**src/rtl/am_bip_tx.sv**
```systemverilog
// Transmit alignment-marker inserter for a multi-lane 64b/66b PCS.
// Replaces one block slot per AM_PERIOD with per-lane markers that carry a running BIP.
module am_bip_tx #(
   parameter int unsigned            LANE_N      = 4,
   parameter int unsigned            HEAD_W      = 2,
   parameter int unsigned            DATA_W      = 64,
   parameter int unsigned            AM_PERIOD   = 16384,
   parameter logic [LANE_N*24-1:0]   LANE_MARKER = 96'h3D79A2_9B65C5_E6C4F0_477690
) (
   input  logic                       clk,
   input  logic                       nreset,
   input  logic                       valid_i,
   output logic                       ready_o,
   input  logic [LANE_N*HEAD_W-1:0]   head_i,
   input  logic [LANE_N*DATA_W-1:0]   data_i,
   output logic                       valid_o,
   output logic                       marker_v_o,
   output logic [LANE_N*HEAD_W-1:0]   head_o,
   output logic [LANE_N*DATA_W-1:0]   data_o
);

   localparam int unsigned          CNT_W    = (AM_PERIOD > 2) ? $clog2(AM_PERIOD) : 1;
   localparam logic [CNT_W-1:0]     CNT_LAST = CNT_W'(AM_PERIOD - 1);
   localparam logic [HEAD_W-1:0]    AM_HEAD  = HEAD_W'(2'b10);
   // A marker's bytes cancel pairwise, so only its header bit 1 survives (bit 4).
   localparam logic [7:0]           AM_SEED  = 8'h10;

   logic [CNT_W-1:0]   cnt;
   logic               marker_slot;
   logic               accept;
   logic [7:0]         bip     [LANE_N];
   logic [7:0]         blk_bip [LANE_N];
   logic [DATA_W-1:0]  mk_data [LANE_N];

   always_comb begin
      marker_slot = (cnt == CNT_LAST);
      ready_o     = ~marker_slot;
      accept      = valid_i & ~marker_slot;
   end

   // Per-lane BIP contribution of the incoming block and the marker word for this interval.
   always_comb begin
      for (int unsigned n = 0; n < LANE_N; n++) begin
         blk_bip[n] = '0;
         for (int unsigned b = 0; b < DATA_W / 8; b++) begin
            blk_bip[n] = blk_bip[n] ^ data_i[n*DATA_W + b*8 +: 8];
         end
         blk_bip[n][3] = blk_bip[n][3] ^ head_i[n*HEAD_W];
         blk_bip[n][4] = blk_bip[n][4] ^ head_i[n*HEAD_W + 1];
         mk_data[n] = DATA_W'({~bip[n], ~LANE_MARKER[n*24 +: 24],
                               bip[n],  LANE_MARKER[n*24 +: 24]});
      end
   end

   always_ff @(posedge clk or negedge nreset) begin
      if (!nreset) begin
         cnt        <= '0;
         valid_o    <= 1'b0;
         marker_v_o <= 1'b0;
         head_o     <= '0;
         data_o     <= '0;
         for (int unsigned n = 0; n < LANE_N; n++) begin
            bip[n] <= '0;
         end
      end else begin
         valid_o    <= marker_slot | valid_i;
         marker_v_o <= marker_slot;
         if (marker_slot) begin
            cnt <= '0;
            for (int unsigned n = 0; n < LANE_N; n++) begin
               head_o[n*HEAD_W +: HEAD_W] <= AM_HEAD;
               data_o[n*DATA_W +: DATA_W] <= mk_data[n];
               bip[n]                     <= AM_SEED;
            end
         end else if (accept) begin
            cnt    <= cnt + CNT_W'(1);
            head_o <= head_i;
            data_o <= data_i;
            for (int unsigned n = 0; n < LANE_N; n++) begin
               bip[n] <= bip[n] ^ blk_bip[n];
            end
         end
      end
   end

endmodule

```
**config.mk**
```make
export PLATFORM = sky130hd
export DESIGN_NAME = am_bip_tx
export DESIGN_NICKNAME = d
export VERILOG_FILES = /design/src/rtl/am_bip_tx.sv
export SDC_FILE = /design/constraint.sdc
export NUM_CORES = 1
export LEC_CHECK = 0
export ABC_AREA = 1
export ABC_CLOCK_PERIOD_IN_PS = 2000
export CAP_MARGIN = 10
export CORE_AREA = 2 2 209 211
export CTS_BUF_LIST = sky130_fd_sc_hd__clkbuf_16
export DETAILED_ROUTE_END_ITERATION = 6
export DIE_AREA = 0 0 211 213
export DONT_BUFFER_PORTS = 1
export MAX_ROUTING_LAYER = met4
export PLACE_DENSITY = 0.53
export SYNTH_ARGS = -nofsm -noshare
export SYNTH_HDL_FRONTEND = slang
export SYNTH_SLANG_ARGS = --single-unit
export TNS_END_PERCENT = 5
```
**constraint.sdc**
```tcl
create_clock -name clk -period 2 [get_ports clk]
set_input_delay 0.4 -clock clk [delete_from_list [all_inputs] [get_ports clk]]
set_output_delay 0.4 -clock clk [all_outputs]
set_load 0.01 [all_outputs]
```
==> summary.md, run 1 <==
| Metric | Value |
|---|---|
| Final number of max-transition violations | 0 |
| Worst-Skew Late Latency | 0.54 ns |
| Worst Hold Margin | -0.439 ns |
| Worst-case clock buffer depth | 3 |
| Data arrival time at the worst-slack endpoint | 1.63 ns |
| Final-stage net count | 2695 |
| Static Leak | 0.0107 µW |
| Clock Skews | 0.0161 ns |
| CTS Sinks | 312 |
| Cells after synthesis | 2279 |
| Unrepaired setup endpoints after global routing | true |
| Number of detailed-routing iterations run before antenna repair | 5 |
| Antenna violations before repair | 0 |
| Most frequent cells after synthesis | sky130_fd_sc_hd__nand2_1, sky130_fd_sc_hd__dfrtp_1, sky130_fd_sc_hd__nand3_1, sky130_fd_sc_hd__inv_1, sky130_fd_sc_hd__nor2_1 |
| CP required | 1.60 ns |
| Path type of the worst min-delay path | in -> async |
| Critical Path, Cell by Cell | ha_4 -> nand2_2 -> nor3_4 -> nand3_4 -> buf_12 |
| Global-route wire length before repair | 87.5 mm |
| Result of the run | complete, but fails checks |
| Synthesized netlist net count | 2547 |
| Sum of net half-perimeters after detailed placement | 37.8 mm |
| Worst-case headroom to the max-slew limit | 40.6% |
| Final hold violation count | 312 |
| Fraction of layout instances using a drive strength above 1 | 5.59% |
| DR DRC count | 0 |
| Post-synth ARST share | 100% |
| Most instantiated library cell after synthesis | sky130_fd_sc_hd__nand2_1 |
| Num ports | 534 |
| Synth warnings | 0 |
| Detailed Route Iter0 Violations | 878 |
| Total power divided by cell area | 857 nW/µm² |
| EDFF count, synth | 0 |
| Number of cells on the worst reg-to-reg path | 10 |
| Port Buffer Count | 0 |
| Most used DFF post-synth | sky130_fd_sc_hd__dfrtp_1 |
| Number of CTS-inserted buffers | 38 |
| Quantity of hold-fixing buffers added after cts | 167 |
| Failing checks | negative hold slack, negative setup slack |
| Synth cell types | 32 |
| Cell area after synthesis | 16800 µm² |
| Die X | 211 µm |
| Area fraction of the dominant cell type after synthesis | 46.5% |
| Worst-path cell with the longest stage delay | sky130_fd_sc_hd__dfrtp_1 |
| Placed Instances | 2747 |
| Count of antenna-violating nets left after detailed routing | 0 |
| Initial Utilization | 39.3% |
| Finished Layout Cells | 2997 |
| Count of antenna diodes in the layout | 0 |
| Via density per instance | 5.15 |
| Count of cell instances traversed by the critical path | 5 |
| Slack of the critical path | -0.0276 ns |
| Global route overflow | 0 |
| Average detailed-routed wire length per instance | 19.1 µm |
| Startpoint kind of the worst setup timing path | register |
| Number of buffers and inverters on the critical path | 1 |
| Largest cells by area after synthesis | sky130_fd_sc_hd__dfrtp_1, sky130_fd_sc_hd__nand2_1, sky130_fd_sc_hd__nand3_1, sky130_fd_sc_hd__inv_1, sky130_fd_sc_hd__a21oi_1 |
| Fillers | 4189 |
| Post-Syn Area per Cell | 7.37 µm² |
| Max-capacitance violation count | 0 |
| Tmin final | 2.03 ns |
| Crit path max fanout | 5 |
| Root buffer cell | sky130_fd_sc_hd__clkbuf_16 |
| Transition time of the tightest slew-check pin | 0.888 ns |
| Worst ir drop on vdd | 0.562 mV |
| Type of element capturing the critical path | output port |
| Largest incremental delay on the critical path | 0.39 ns |
| Sequential share of the synthesized area | 46.5% |
| Routed wire length | 57.3 mm |
| Cell type with the largest total area after synthesis | sky130_fd_sc_hd__dfrtp_1 |
| CTS tree | built |
| Kind of critical path | reg -> out |
| Via count of the first global-routing pass | 15.4k |
| Vert. Die Dim | 213 µm |
| Number of storage elements in the synthesis netlist | 312 |
| Maximum number of pins on one net before global-route repair | 313 |
| Fmax | 493 MHz |
| Final total negative setup slack | -0.0276 ns |
| Area overhead of the layout relative to synthesis | 21.4% |
| Core ar. | 42700 µm² |
| DIE AREA | 44900 µm² |
| Count of vias placed by the detailed router | 15.4k |
| CTS H-tree lvls | 2 |
| GP Congestion | 0.833 |
| Global router's overall resource usage | 25.8% |
| Final worst path period share | 101% |
| Family with the most delay on the worst path | flip-flops |
| Clock transition at the registers of the reported paths | 0.06 ns |
| Final Setup Violations | 1 |
| Rows | 76 |
sequential cells by signal, summed over array words and instances (netlist names):
register    flops
bip            32
cnt            14
data_o        256
head_o          8
marker_v_o      1
valid_o         1
per-layer routing:
layer / GRT usage, % / wire [µm] / share of wire [%]
met5: - / 0 / 0
met1: 29.0 / 22800 / 40
met4: 8.96 / 1800 / 3.1
met3: 8.72 / 5250 / 9.2
met2: 42.9 / 27500 / 48
cell families (layout without fill, tap and decap cells):
family	Yosys count	in the layout	synth area share [%]
AO/OA/AOI/OAI	233	233	8.51
XOR/XNOR	56	56	2.92
adder cells (fa/ha/maj)	1	1	0.0745
buffers and inverters	329	501	8.84
flip-flops	312	312	46.5
AND/OR/NAND/NOR	1348	1348	33.2
power breakdown:
group | internal (µW) | switching [µW]
clock | 3920 | 2780
sequential | 7140 | 975
combinational | 1230 | 1420
through the flow:
step                      setup WS [ns]  utilization (%)  total power, µW  area (µm²)
after floorplan                   0.346                -             9870       16800
after global placement            0.190             40.4            10400       17300
after detailed placement         0.0966             40.4            10400       17300
after CTS                        -0.143             47.6            17600       20300
after global routing             -0.133             47.7            18400       20400
final                           -0.0276             47.7            17500       20400
repair_timing:
item,CTS,global route
endpoints found under the setup margin,1,32
gates resized for setup,4,9
gates cloned,3,0
endpoints found under the hold margin,477,312
pin swaps,5,5
buffers inserted,13,3
placed cells by master (no fill, tap or decap), drive strengths merged, types with 39 or more instances in the layout:
| cell | instances |
|---|---|
| a21oi | 91 |
| buf | 43 |
| clkbuf | 41 |
| dfrtp | 312 |
| dlygate4sd3 | 166 |
| inv | 236 |
| nand2 | 931 |
| nand3 | 239 |
| nor2 | 108 |
| o211ai | 49 |
| o21ai | 39 |
| o31ai | 54 |
| xnor2 | 43 |
worst paths after layout:
path | start | end | slack, ns
hold / removal | nreset | data_o[102] | -0.44
max in group asynchronous | nreset | cnt[8] | 1.75
setup / recovery | cnt[0] | ready_o | -0.03
hold reg to reg | bip[4] | bip[4] | 0.51
min in group clk | data_i[187] | data_o[187] | 0.04
setup reg to reg | cnt[0] | data_o[223] | 0.13
worst register-to-register path, delay by kind of cell, from the launching register on:
kind / cells / cell delay [ns]
adder cells (fa/ha/maj): 1 / 0.16
buffers and inverters: 3 / 0.50
AND/OR/NAND/NOR: 6 / 0.70
flip-flops: 1 / 0.39
area by class of cell:
class                      instances  area, µm²  area share, %
sequential                       312       7810           38.3
clock inverter                    23        153          0.749
inverter                         225        860           4.22
multi-input combinational       1638       7550           37.0
clock buffer                      41       1030           5.03
tap                              546        683           3.35
timing repair buffer             212       2300           11.3
No activity file was read; power rests on OpenSTA's default activity.
==> inputs of run 2 (changes only) <==
Settings changed: REMOVE_ABC_BUFFERS from default to 1.
==> run 2 against run 1 <==
  * The flow still finishes with violations (negative hold slack, negative setup slack)
  * Global-route usage decreased by 0.52 points
  * Utilization is 0.39 points higher
  * Total power increased by 1.6%
  * Setup slack lost 0.067 ns
  * Register-to-register slack about the same
  * Fmax down 3.2%
  * Via count is 1.2% higher
  * Critical path depth increased by 1
  * Wire length is 1.2% lower
  * Non-clock buffer count grew 11
  * Sequential share of layout area shrank 0.32 points
  * Highest routed layer unchanged
  * Clock power increased by 4.8%
==> summary.md, run 2 (synthesis gave the netlist of run 1 again) <==
| Metric | Value |
|---|---|
| Result of the run | complete, but fails checks (unchanged) |
| Failing checks | negative hold slack, negative setup slack (unchanged) |
| Clock transition at the registers of the reported paths | 0.06 ns (about the same) |
| Final worst path period share | 105% (was 101%) |
| Crit path max fanout | 8 (was 5) |
| Final number of max-transition violations | 0 (unchanged) |
| Number of CTS-inserted buffers | 38 (unchanged) |
| Area overhead of the layout relative to synthesis | 22.4% (was 21.4%) |
| Core ar. | 42700 µm² (unchanged) |
| Count of antenna-violating nets left after detailed routing | 0 (unchanged) |
| Largest incremental delay on the critical path | 0.38 ns (was 0.39 ns) |
| Routed wire length | 56.6 mm (was 57.3 mm) |
| Count of antenna diodes in the layout | 0 (unchanged) |
| Global router's overall resource usage | 25.3% (was 25.8%) |
| Tmin final | 2.09 ns (was 2.03 ns) |
| Quantity of hold-fixing buffers added after cts | 182 (was 167) |
| Average detailed-routed wire length per instance | 18.8 µm (was 19.1 µm) |
| Global-route wire length before repair | 86.7 mm (was 87.5 mm) |
| Registers with the most flip-flops | data_o x256, bip x32, cnt x14 (unchanged) |
| Static Leak | 0.0108 µW (was 0.0107 µW) |
| Final-stage net count | 2706 (was 2695) |
| Overall power consumption | 17700 µW (was 17500 µW) |
| Top cell by count, worst path | sky130_fd_sc_hd__nand2_2 |
| Unrepaired setup endpoints after global routing | true (unchanged) |
| Slack of the critical path | -0.0945 ns (was -0.0276 ns) |
| Vert. Die Dim | 213 µm (unchanged) |
| Root buffer cell | sky130_fd_sc_hd__clkbuf_16 (unchanged) |
| Fmax | 477 MHz (was 493 MHz) |
| DR DRC count | 0 (unchanged) |
| Max-capacitance violation count | 0 (unchanged) |
| Via count of the first global-routing pass | 15.7k (was 15.4k) |
| Number of buffers and inverters on the critical path | 1 (unchanged) |
| Instance area after placement | 17200 µm² (was 17300 µm²) |
| Antenna violations before repair | 0 (unchanged) |
| Transition time of the tightest slew-check pin | 1.25 ns (was 0.888 ns) |
| CP required | 1.60 ns (about the same) |
| Final hold violation count | 312 (unchanged) |
| Type of element capturing the critical path | output port (unchanged) |
| Most used cells in the layout excluding fill and tap cells | sky130_fd_sc_hd__nand2_1, sky130_fd_sc_hd__dfrtp_1, sky130_fd_sc_hd__nand3_1 (unchanged) |
| Startpoint kind of the worst setup timing path | register (unchanged) |
| GP Congestion | 0.842 (was 0.833) |
| Number of detailed-routing iterations run before antenna repair | 5 (unchanged) |
| Top reg by flops | data_o (unchanged) |
| Setup WS pre-CTS | 0.156 ns (was 0.0966 ns) |
| Initial Utilization | 39.3% (unchanged) |
| Kind of critical path | reg -> out (unchanged) |
| Final Setup Violations | 1 (unchanged) |
| Port Buffer Count | 0 (unchanged) |
| Worst-path cell with the longest stage delay | sky130_fd_sc_hd__dfrtp_1 (unchanged) |
| Worst-case headroom to the max-slew limit | 16.1% (was 40.6%) |
| CTS H-tree lvls | 2 (unchanged) |
| CTS tree | built (unchanged) |
| Sum of net half-perimeters after detailed placement | 36.4 mm (was 37.8 mm) |
| Num ports | 534 (unchanged) |
| Worst-Skew Late Latency | 0.56 ns (was 0.54 ns) |
| Clock Skews | 0.0178 ns (was 0.0161 ns) |
| Maximum number of pins on one net before global-route repair | 313 (unchanged) |
| Worst-case clock buffer depth | 3 (unchanged) |
| Via density per instance | 5.19 (was 5.15) |
| Global route overflow | 0 (unchanged) |
| Path type of the worst min-delay path | in -> async (unchanged) |
| Family with the most delay on the worst path | simple AND/OR/NAND/NOR gates (was flip-flops) |
| Finished Cell Area | 20600 µm² (was 20400 µm²) |
| Number of flip-flops under the largest register name | 256 (unchanged) |
| Data arrival time at the worst-slack endpoint | 1.69 ns (was 1.63 ns) |
| CTS Sinks | 312 (unchanged) |
| DIE AREA | 44900 µm² (unchanged) |
| Worst ir drop on vdd | 0.490 mV (was 0.562 mV) |
| Rows | 76 (unchanged) |
| Most frequent standard cell in the layout excluding fill and tap cells | sky130_fd_sc_hd__nand2_1 (unchanged) |
| Detailed Route Iter0 Violations | 943 (was 878) |
| Count of vias placed by the detailed router | 15.6k (was 15.4k) |
| Critical Path, Cell by Cell | nand2_2 -> nor2_4 -> nand2_2 -> nor3_4 -> nand3_4 -> buf_12 (was ha_4 -> nand2_2 -> nor3_4 -> nand3_4 -> buf_12) |
| Worst Hold Margin | -0.454 ns (was -0.439 ns) |
| Die X | 211 µm (unchanged) |
| Total power divided by cell area | 863 nW/µm² (was 857 nW/µm²) |
| Fraction of layout instances using a drive strength above 1 | 5.55% (was 5.59%) |
-- run 2: area by class of cell --
cell class / count / area [µm²]
tap: 546 / 683
sequential: 312 / 7810
clock buffer: 39 / 976
fill: 4213 / 22100
timing repair buffer: 223 / 2410
clock inverter: 30 / 265
multi-input combinational: 1638 / 7550
inverter: 225 / 857
-- run 2: worst paths after layout --
kind                                to  slack, ns  depth (start not counted)  startpoint
min in group clk            data_o[26]       0.03                          2  data_i[26]
max reg2reg                data_o[184]       0.13                         12      cnt[3]
max                            ready_o      -0.09                          6      cnt[3]
min reg2reg                    bip[12]       0.51                          2     bip[12]
max in group asynchronous  data_o[230]       1.63                          0      nreset
min                        data_o[147]      -0.45                          0      nreset
-- run 2: what timing repair did --
item	4_1_cts	5_1_grt
gates cloned	2	1
pin swaps	5	5
setup endpoints to repair	1	58
endpoints found under the hold margin	492	312
setup buffers	6	6
gates resized for setup	4	12
-- run 2: worst register-to-register path, cell delays in order (launching register included) --
cell	delay [ns]
sky130_fd_sc_hd__dfrtp_1	0.38
sky130_fd_sc_hd__nand2_2	0.09
sky130_fd_sc_hd__nor2_4	0.13
sky130_fd_sc_hd__nand2_2	0.08
sky130_fd_sc_hd__nor3_4	0.18
sky130_fd_sc_hd__nand3_4	0.11
sky130_fd_sc_hd__buf_4	0.15
sky130_fd_sc_hd__buf_8	0.14
sky130_fd_sc_hd__inv_2	0.09
sky130_fd_sc_hd__buf_4	0.18
sky130_fd_sc_hd__nand2_1	0.09
sky130_fd_sc_hd__nand2_1	0.08
sky130_fd_sc_hd__nand2_1	0.05
-- run 2: metal layers --
metal | part of all wire [%] | GRT usage (%) | wire length (µm) | up-vias
met2 | 49 | 41.6 | 27500 | 531
met3 | 8.8 | 8.16 | 4970 | 133
li1 | - | - | - | 7595
met4 | 3.8 | 10.2 | 2160 | 0
met1 | 39 | 28.5 | 22000 | 7371
met5 | 0 | - | 0 | -
-- run 2: stage by stage --
stage / util [%] / setup TNS (ns) / instances / hold WS, ns
6_report: 48.1 / -0.0945 / 3013 / -0.454
5_1_grt: 48.1 / -0.204 / 3013 / -0.482
4_1_cts: 47.9 / -0.171 / 3007 / -0.481
3_5_place_dp: 40.4 / 0 / 2748 / 0.112
3_3_place_gp: 40.4 / 0 / 2748 / 0.111
2_1_floorplan: - / -851.53 / 2175 / 0.104
-- run 2: where the power goes --
part | internal [µW] | total (µW) | switching (µW)
clock network | 4180 | 7020 | 2840
registers | 7140 | 8120 | 982
logic | 1210 | 2600 | 1400
total | 12500 | 17700 | 5210
==> patch 1 (config.mk and constraints of run 2) <==
`LANE_MARKER`: 96'h3D79A2_9B65C5_E6C4F0_477690 -> 96'h200000000000000000000000.
--- a/src/rtl/am_bip_tx.sv
+++ b/src/rtl/am_bip_tx.sv
@@ -5,7 +5,7 @@
    parameter int unsigned            HEAD_W      = 2,
    parameter int unsigned            DATA_W      = 64,
    parameter int unsigned            AM_PERIOD   = 16384,
-   parameter logic [LANE_N*24-1:0]   LANE_MARKER = 96'h3D79A2_9B65C5_E6C4F0_477690
+   parameter logic [LANE_N*24-1:0]   LANE_MARKER = 96'h200000000000000000000000
 ) (
    input  logic                       clk,
    input  logic                       nreset,
Function: no difference found for any inputs over 4 cycles, from zero or initial values and one cycle with nreset low; that may be too few to reach the edited logic, so the function may still have changed.
==> patch 1 against run 2 <==
The run still ends with negative hold slack, negative setup slack left; clock power fell by 6.7%; worst setup slack improved by 0.020 ns; design area fell by 0.60%; sequential cell count did not move; synthesized area fell by 1.0%; final cell count fell by 0.33%; power fell by 2.6%; wire length fell by 1.6%; largest power group unchanged.
==> patch 1: results (changes against run 2) <==
area of the multi-input gates -> 7580 um^2 (was 7550 um^2)
hold_ws -> -0.454 ns (about the same)
Slew @ Worst Pin -> 1.10 ns (was 1.25 ns)
nets -> 2697 (was 2706)
placed instance count -> 2746 (was 2748)
Setup Buffers After CTS -> 12 (was 6)
fillers -> 4101 (was 4213)
grt met2 use -> 0.405 (was 0.416)
setup tns final -> -0.0746 ns (was -0.0945 ns)
met1 wire length -> 22.6 mm (was 22.0 mm)
drt wl/cell -> 18.5 um (was 18.8 um)
failing checks -> negative hold slack, negative setup slack (unchanged)
Total GRT Usage -> 0.248 (was 0.253)
status -> finished, violations left (unchanged)
placed cell areas -> 17300 um^2 (was 17200 um^2)
crit path max fanout -> 7 (was 8)
commonest cells in the netlist -> 927 x nand2_1, 312 x dfrtp_1, 248 x nand3_1, 222 x inv_1, 105 x nor2_1 (was 928 x nand2_1, 312 x dfrtp_1, 238 x nand3_1, 221 x inv_1, 106 x nor2_1)
clock distribution power -> 6.55 mW (was 7.02 mW)
Final WS setup -> -0.0746 ns (was -0.0945 ns)
Setup violations, final -> 1 (unchanged)
pre-CTS setup slack -> 0.176 ns (was 0.156 ns)
Starting DRT DRC Count -> 1016 (was 943)
Post-CTS Resized -> 6 (was 4)
proportion of power drawn by flip-flops and latches -> 0.469 (was 0.458)
Post-Synth Adder-Cell Area -> 0.000753 (was 0.000745)
M3 GR Usage -> 0.0697 (was 0.0816)
Yosys cell types -> 30 (was 32)
final hold violations -> 312 (unchanged)
Non-clk bufs -> 214 (was 223)
metal3 WL -> 4.40 mm (was 4.97 mm)
[patch 1: cell count changes in the layout (fill, tap and decap cells not counted), moves of 7 or more]
cell           delta
nand3_1           +9
a21oi_1           -9
inv_1            +11
o21ai_0          +10
o31ai_1           -9
o21ai_1          -10
buf_4             +7
dlygate4sd3_1    -14
[patch 1: worst max path at each step]
stage,startpoint,cells past startpoint,slack (ns),endpoint
after floorplan,valid_i,4,-3.37,cnt[10]
after global placement,cnt[0],9,0.19,cnt[9]
after detailed placement,cnt[0],8,0.18,data_o[188]
after CTS,cnt[3],6,-0.14,ready_o
after global routing,cnt[10],6,-0.19,ready_o
final,cnt[3],6,-0.07,ready_o
[patch 1: worst register-to-register path, stage by stage (launching register included)]
cell and delay, ns:
dfrtp_1 0.39, nand2_2 0.09, nor2_4 0.12, nand2_4 0.07, buf_4 0.15, nor2_4 0.11
nand2_4 0.11, nand2_2 0.11, clkinv_4 0.09, buf_12 0.19, nand2_1 0.27, o211ai_1 0.09
==> patch 2 (flow settings as in run 2) <==
Without the edit above. Reset style: synchronous (`nreset`), changed in one clocked block.
--- a/src/rtl/am_bip_tx.sv
+++ b/src/rtl/am_bip_tx.sv
@@ -52,7 +52,7 @@
       end
    end
 
-   always_ff @(posedge clk or negedge nreset) begin
+   always_ff @(posedge clk) begin
       if (!nreset) begin
          cnt        <= '0;
          valid_o    <= 1'b0;
Behaviour: differs if nreset is asserted again (counterexample within 4 cycles, from zero or initial values and one cycle with nreset low); with nreset held inactive, the same outputs for 4 cycles.
==> patch 2 against run 2 <==
Sequential power is 11% lower; synthesized area fell by 15%; sequential cell count unchanged; worst setup slack better by 0.096 ns; fmax rose by 4.8%; design area down 17%; combinational power fell by 17%; power down 11%; wire length down 11%.
==> patch 2: results (changes against run 2) <==
Total GRT Usage -> 0.221 (was 0.253)
setup tns final -> 0 ns (was -0.0945 ns)
placed instance count -> 2359 (was 2748)
pre-CTS setup slack -> 0.0431 ns (was 0.156 ns)
invs w/o clock -> 111 (was 225)
grt met2 use -> 0.374 (was 0.416)
Yosys cell types -> 37 (was 32)
met1 wire length -> 19.8 mm (was 22.0 mm)
crit path max fanout -> 7 (was 8)
final cell count without fillers -> 2484 (was 3013)
total CTS buffers -> 37 (was 38)
clock distribution power -> 6.32 mW (was 7.02 mW)
R2R cell count -> 9 (was 12)
top post-synthesis cells by area -> dfxtp_1 40%, nand2_1 10%, a21oi_1 6.6%, xnor2_1 6.4%, nor2_1 5.6% (was dfrtp_1 46%, nand2_1 21%, nand3_1 7.1%, inv_1 4.9%, a21oi_1 2.7%)
R2R Setup Slk -> 0.02 ns (was 0.13 ns)
Post-synth EDFFs -> 24 (was 0)
clk cell area share -> 0.0659 (was 0.0604)
Register Area -> 6490 um^2 (was 7810 um^2)
Gate Count Post-Synth -> 1863 (was 2279)
RD Place Congestion -> 0.825 (was 0.842)
VDD IR-drop max -> 0.000574 V (was 0.000490 V)
status -> complete, no violations (was finished, violations left)
Pint -> 11.3 mW (was 12.5 mW)
fillers -> 4339 (was 4213)
Lkg Pwr -> 7.07 nW (was 10.8 nW)
first-pass GRT wire length -> 73.8 mm (was 86.7 mm)
Largest stage delay, worst path -> 0.36 ns (was 0.38 ns)
sequential area share after synthesis -> 0.454 (was 0.465)
-- patch 2: changes by cell type in the layout (fill, tap and decap cells not counted), moves of 29 or more --
cell | run 2 | this run
nand2_1 | 926 | 384
dfrtp_1 | 312 | 0
dfxtp_1 | 0 | 282
nand3_1 | 237 | 50
dlygate4sd3_1 | 182 | 56
inv_1 | 225 | 116
nor2_1 | 106 | 214
o21ai_0 | 28 | 133
a21oi_1 | 91 | 189
xor2_1 | 13 | 87
xnor2_1 | 43 | 104
o31ai_1 | 54 | 0
o211ai_1 | 48 | 5
nand4_1 | 36 | 7
-- patch 2: repair_timing --
| action | 4_1_cts | 5_1_grt |
|---|---|---|
| buffers inserted | 1 | 0 |
| pin swaps | 3 | 4 |
| cloned | 0 | 0 |
| hold endpoints to repair | 75 | 0 |
| gates resized for setup | 10 | 10 |
| setup endpoints to repair | 1 | 29 |
| hold buffers | 57 | 0 |
